$ cat config.mk
export PLATFORM = sky130hd
export DESIGN_NAME = bg_affine_sequencer
export DESIGN_NICKNAME = d
export VERILOG_FILES = /design/src/rtl/bg_affine_sequencer.sv
export SDC_FILE = /design/constraint.sdc
export NUM_CORES = 1
export LEC_CHECK = 0
export ABC_CLOCK_PERIOD_IN_PS = 1900
export CAP_MARGIN = 20
export CORE_MARGIN = 4
export CORE_UTILIZATION = 49
export CTS_CLUSTER_SIZE = 14
export DETAILED_ROUTE_END_ITERATION = 16
export GPL_ROUTABILITY_DRIVEN = 0
export MAX_ROUTING_LAYER = met4
export PLACE_DENSITY = 0.75
export SETUP_SLACK_MARGIN = 0.15
export SLEW_MARGIN = 20
export SYNTH_ARGS = -nofsm -noshare
export SYNTH_HDL_FRONTEND = slang
export SYNTH_SLANG_ARGS = --single-unit
$ cat constraint.sdc
create_clock -name clock -period 1.9 [get_ports clock]
set_clock_uncertainty 0.1 [all_clocks]
set_input_delay 0.19 -clock clock [delete_from_list [all_inputs] [get_ports clock]]
set_output_delay 0.19 -clock clock [all_outputs]
set_load 0.02 [all_outputs]
$ cat src/rtl/bg_affine_sequencer.sv
// bg_affine_sequencer
//   Walks the visible frame for the affine backgrounds (BG2/BG3). For every
//   pixel of every scanline it names which background the rotation/scale
//   units should step this cycle, then issues one row-advance strobe per line.
//
// Parameters
//   WIDTH        pixels per scanline (default 240)
//   LINES        visible scanlines per frame (default 160)
//
// Ports
//   clock        single clock, all state on its rising edge
//   rst          asynchronous, active-high reset
//   frame_start  one-cycle pulse: (re)start a frame, from any state
//   line_start   one-cycle pulse: start the current scanline
//   bg2_en       BG2 enabled (sampled at pixel boundaries)
//   bg3_en       BG3 enabled (sampled at pixel boundaries)
//   stall        freeze PIXEL/ROWSTEP work (only with BG_AFFINE_STALL_EN)
//   bgno         background stepped this cycle, 0 = none
//   steprow      one-cycle row-advance strobe
//   newframe     one-cycle reference-point reload strobe
//   pix_x        pixel index of the current fetch
//   line_y       current line index
//   pix_valid    high exactly when bgno != 0
//   dbg_state    FSM state (0 IDLE, 1 WAIT_LINE, 2 PIXEL, 3 ROWSTEP, 4 DONE)
//
// Configuration
//   BG_AFFINE_STALL_EN  when defined, adds the stall input. A stall in
//                       PIXEL or ROWSTEP freezes the sequencer, blanks the
//                       strobes, and reissues the held sub-cycle on release.
//                       frame_start still takes effect while stalled.
//
// Every output is a register; the registered value describes the state just
// entered, so there is no combinational path from inputs to outputs.
module bg_affine_sequencer #(
  parameter int WIDTH = 240,
  parameter int LINES = 160
) (
  input  logic       clock,
  input  logic       rst,
  input  logic       frame_start,
  input  logic       line_start,
  input  logic       bg2_en,
  input  logic       bg3_en,
`ifdef BG_AFFINE_STALL_EN
  input  logic       stall,
`endif
  output logic [1:0] bgno,
  output logic       steprow,
  output logic       newframe,
  output logic [7:0] pix_x,
  output logic [7:0] line_y,
  output logic       pix_valid,
  output logic [2:0] dbg_state
);

  typedef enum logic [2:0] {
    S_IDLE      = 3'd0,
    S_WAIT_LINE = 3'd1,
    S_PIXEL     = 3'd2,
    S_ROWSTEP   = 3'd3,
    S_DONE      = 3'd4
  } state_t;

  localparam logic [7:0] LAST_X = 8'(WIDTH - 1);
  localparam logic [7:0] LAST_Y = 8'(LINES - 1);

  state_t     r_state;
  logic [1:0] r_sub;       // sub-cycle currently owned, kept across a stall
  logic       r_bg3_pend;  // current pixel still owes its BG3 sub-cycle
  logic       r_held;      // a stall blanked the current sub-cycle
  logic [1:0] r_bgno;
  logic       r_steprow;
  logic       r_newframe;
  logic [7:0] r_pix_x;
  logic [7:0] r_line_y;
  logic       r_pix_valid;
  logic       w_stall;

`ifdef BG_AFFINE_STALL_EN
  assign w_stall = stall;
`else
  assign w_stall = 1'b0;
`endif

  // First sub-cycle of a pixel: BG2 goes first when enabled.
  function automatic logic [1:0] first_sub(input logic e2, input logic e3);
    if (e2)      return 2'd2;
    else if (e3) return 2'd3;
    else         return 2'd0;
  endfunction

  always_ff @(posedge clock or posedge rst) begin
    if (rst) begin
      r_state     <= S_IDLE;
      r_sub       <= 2'd0;
      r_bg3_pend  <= 1'b0;
      r_held      <= 1'b0;
      r_bgno      <= 2'd0;
      r_steprow   <= 1'b0;
      r_newframe  <= 1'b0;
      r_pix_x     <= 8'd0;
      r_line_y    <= 8'd0;
      r_pix_valid <= 1'b0;
    end else begin
      r_newframe <= 1'b0;
      r_steprow  <= 1'b0;
      if (frame_start) begin
        // Starts a frame from IDLE/DONE and aborts any line in progress.
        r_state     <= S_WAIT_LINE;
        r_newframe  <= 1'b1;
        r_pix_x     <= 8'd0;
        r_line_y    <= 8'd0;
        r_sub       <= 2'd0;
        r_bg3_pend  <= 1'b0;
        r_held      <= 1'b0;
        r_bgno      <= 2'd0;
        r_pix_valid <= 1'b0;
      end else if (w_stall && (r_state == S_PIXEL || r_state == S_ROWSTEP)) begin
        r_held      <= 1'b1;
        r_bgno      <= 2'd0;
        r_pix_valid <= 1'b0;
      end else if (r_held) begin
        // Stall released: present the frozen sub-cycle again before moving on.
        r_held      <= 1'b0;
        r_bgno      <= r_sub;
        r_pix_valid <= (r_sub != 2'd0);
        r_steprow   <= (r_state == S_ROWSTEP);
      end else begin
        case (r_state)
          S_WAIT_LINE: begin
            if (line_start) begin
              r_pix_x <= 8'd0;
              if (bg2_en || bg3_en) begin
                r_state     <= S_PIXEL;
                r_sub       <= first_sub(bg2_en, bg3_en);
                r_bgno      <= first_sub(bg2_en, bg3_en);
                r_pix_valid <= 1'b1;
                r_bg3_pend  <= bg2_en & bg3_en;
              end else begin
                r_state     <= S_ROWSTEP;
                r_steprow   <= 1'b1;
                r_sub       <= 2'd0;
                r_bgno      <= 2'd0;
                r_pix_valid <= 1'b0;
              end
            end
          end
          S_PIXEL: begin
            if (r_bg3_pend) begin
              r_sub       <= 2'd3;
              r_bgno      <= 2'd3;
              r_pix_valid <= 1'b1;
              r_bg3_pend  <= 1'b0;
            end else if (r_pix_x == LAST_X) begin
              r_state     <= S_ROWSTEP;
              r_steprow   <= 1'b1;
              r_sub       <= 2'd0;
              r_bgno      <= 2'd0;
              r_pix_valid <= 1'b0;
            end else begin
              // Pixel boundary: the only place the enables are sampled.
              r_pix_x     <= r_pix_x + 8'd1;
              r_sub       <= first_sub(bg2_en, bg3_en);
              r_bgno      <= first_sub(bg2_en, bg3_en);
              r_pix_valid <= bg2_en | bg3_en;
              r_bg3_pend  <= bg2_en & bg3_en;
            end
          end
          S_ROWSTEP: begin
            // line_y advances modulo LINES so it never leaves 0..LINES-1.
            if (r_line_y == LAST_Y) begin
              r_line_y <= 8'd0;
              r_state  <= S_DONE;
            end else begin
              r_line_y <= r_line_y + 8'd1;
              r_state  <= S_WAIT_LINE;
            end
          end
          default: ;  // IDLE and DONE only leave on frame_start
        endcase
      end
    end
  end

  assign bgno      = r_bgno;
  assign steprow   = r_steprow;
  assign newframe  = r_newframe;
  assign pix_x     = r_pix_x;
  assign line_y    = r_line_y;
  assign pix_valid = r_pix_valid;
  assign dbg_state = r_state;

endmodule

==> results.json <==
{
  "finalCritPeriodShare_pct": 90.5,
  "cpMaxStageDelayCell": "clkdlybuf4s50_1",
  "ios": 30,
  "cp_cell_sequence": "clkdlybuf4s50_1",
  "worstSetupPathType": "reg2out",
  "initial_core_util_pct": 52.9,
  "die_h_microns": 60.4,
  "worstMarginPinSlew_ps": 433,
  "post-route-min-period_ps": 1720,
  "power_density_nw_per_um2": 549,
  "final_cell_mix": "clkdlybuf4s50_1, dfrtp_1, nor2_1, nand2_1, a21oi_1",
  "grt_pass1_wl_mm": 5.11,
  "syn_nets": 145,
  "vias": 1178,
  "final-hold-violation-count": 0,
  "peakVddDrop_uv": 424,
  "gr-total-overflow": 0,
  "outcome": "completed",
  "syn-cell-area_sq_um": 1350,
  "synth-seq-area-share_pct": 44.6,
  "antenna_left": 0,
  "yosys_warnings": 0,
  "htreeDepth": 1,
  "maxSlewViolCount": 0,
  "placed_area_sq_um": 1680,
  "port_buffers": 29,
  "syn_avg_cell_area_sq_um": 9.83,
  "first_pass_iters": 4,
  "coreArea_sq_um": 2540,
  "crit_fanout": 7,
  "die_w_microns": 60.4,
  "drive_gt1_share_pct": 17.6,
  "rr_worst_depth": 4,
  "totalWireLength_mm": 3.09,
  "clock_sinks": 24,
  "critical_path_arrival_ps": 1430,
  "crit_cells": 1,
  "path_clk_slew_ps": 130,
  "first_iter_violations": 30,
  "critPathCaptureType": "output pin",
  "min-delay-path-class": "in2async",
  "insertion_delay_ps": 320,
  "numCtsBuffers": 3,
  "cts_root_buffer": "clkbuf_4",
  "routed_via_density": 5.89,
  "setup_violations": 0,
  "p_leak_nw": 0.795,
  "dpl_worst_slack_ps": 75.7,
  "critPathBufInv": 1,
  "path_delay_family": "buffers and inverters",
  "diodes": 0,
  "ys_ff_latch": 24,
  "drv_cap": 0,
  "dp_hpwl_mm": 2.20,
  "rr_startpoint": "dbg_state[0]$_DFFE_PP0P_",
  "fin_nets": 179,
  "reg2reg_to": "pix_x[5]$_DFFE_PP0P_",
  "relSlewSlack_pct": 71.1,
  "max_stage_delay_ps": 630,
  "syn2layout_area_growth_pct": 30.4,
  "wl_per_cell_microns": 15.4,
  "antenna_found_initial": 0,
  "cts_tree": "built",
  "holdBufCountCts": 0,
  "final_common_cell": "clkdlybuf4s50_1",
  "grt_pass1_vias": 1092,
  "grt_max_degree": 25,
  "final.setup.tns_ps": 0,
  "rsz0062_at_grt": "true",
  "clockBufferDepth": 2,
  "synth.distinct_cells": 44,
  "drcViolationCount": 0,
  "fmax_mhz": 581,
  "crit_required_ps": 1610,
  "die-area_sq_um": 3650,
  "critPathLaunchType": "register",
  "synth_cells": 137,
  "rows": 18,
  "ff2ff_setup_slack_ps": 190,
  "grt_use_total_pct": 18.9,
  "final_area_sq_um": 1760,
  "worst_slack_ps": 180,
  "fin_util_pct": 69.0
}
-- synth_stat cells (all sizes together) --
cell	number	area, sq um
a32o	1	10.0
clkbuf	4	15.0
and3	2	12.5
a211oi	1	12.5
a31o	2	17.5
or4b	1	13.8
and4bb	1	12.5
a211o	1	8.76
nand4	5	31.3
a32oi	1	8.76
mux2	1	11.3
o31ai	2	15.0
a31oi	5	31.3
nand3	6	30.0
ha	2	25.0
xor2	3	26.3
o21ai	11	55.1
nor2	11	41.3
a21oi	11	55.1
nand2b	2	12.5
and4b	3	30.0
nand3b	3	22.5
a22o	1	8.76
nor3	3	20.0
o211ai	1	7.51
nand2	11	41.3
nor4b	2	38.8
a21boi	1	7.51
nor2b	2	12.5
and3b	1	8.76
buf	4	35.0
nor3b	2	20.0
a41oi	1	16.3
and4	2	17.5
dfrtp	24	601
inv	2	7.51
or3	1	6.26
-- per-stage QoR --
stage	hold slack, ps	total power [W]	instances
final	91.8	0.000964	200
after global routing	125	0.00101	200
after CTS	107	0.000966	199
after detailed placement	384	0.000728	195
after global placement	372	0.000724	195
after floorplan	105	0.000656	137
-- where the power goes --
group | switching (W) | internal [W]
clock network | 0.000157 | 0.0000822
logic | 0.0000946 | 0.0000804
registers | 0.0000228 | 0.000527
total | 0.000275 | 0.000690
-- logic make-up after synthesis --
logic type | Yosys count | synth area share, %
AND/OR/NAND/NOR | 58 | 27.6
multiplexers | 1 | 0.836
AO/OA/AOI/OAI | 39 | 18.9
flip-flops | 24 | 44.6
XOR/XNOR | 3 | 1.95
adder cells (fa/ha/maj) | 2 | 1.86
buffers and inverters | 10 | 4.27
-- worst max path at each step --
stage	slack, ps	from	end
finish	180	pix_x[2]$_DFFE_PP0P_	pix_x[2]
detailed placement	80	frame_start	pix_x[5]$_DFFE_PP0P_
global route	130	pix_x[2]$_DFFE_PP0P_	pix_x[2]
CTS	160	line_y[0]$_DFFE_PP0N_	line_y[5]$_DFFE_PP0N_
floorplan	160	pix_x[0]$_DFFE_PP0P_	bgno[0]$_DFFE_PP0P_
global placement	110	frame_start	pix_x[2]$_DFFE_PP0P_
-- sequential cells by signal, summed over array words and instances, names as in the netlist --
name / flops
line_y: 8
bgno: 2
steprow: 1
pix_x: 8
r_bg3_pend: 1
newframe: 1
dbg_state: 3
-- area by class of cell --
class / instances / area [sq um]
clock buffers: 4 / 26.3
fillers: 204 / 790
inverters: 2 / 7.51
multi-input cells: 103 / 716
flip-flops and latches: 24 / 608
well taps: 30 / 37.5
repair buffers: 37 / 360
-- routing by layer --
| metal | GRT usage, % | part of all wire [%] |
|---|---|---|
| met1 | 26.2 | 46 |
| met2 | 29.0 | 49 |
| met3 | 2.98 | 4.1 |
| met4 | 4.64 | 0.91 |
| met5 | - | 0 |
-- what timing repair did --
action	CTS	global route
resized for setup	5	13
cloned	0	0
pin swaps	0	1
buffers inserted	0	1
setup endpoints to repair	5	16
Power figures use the tool's default switching activity.
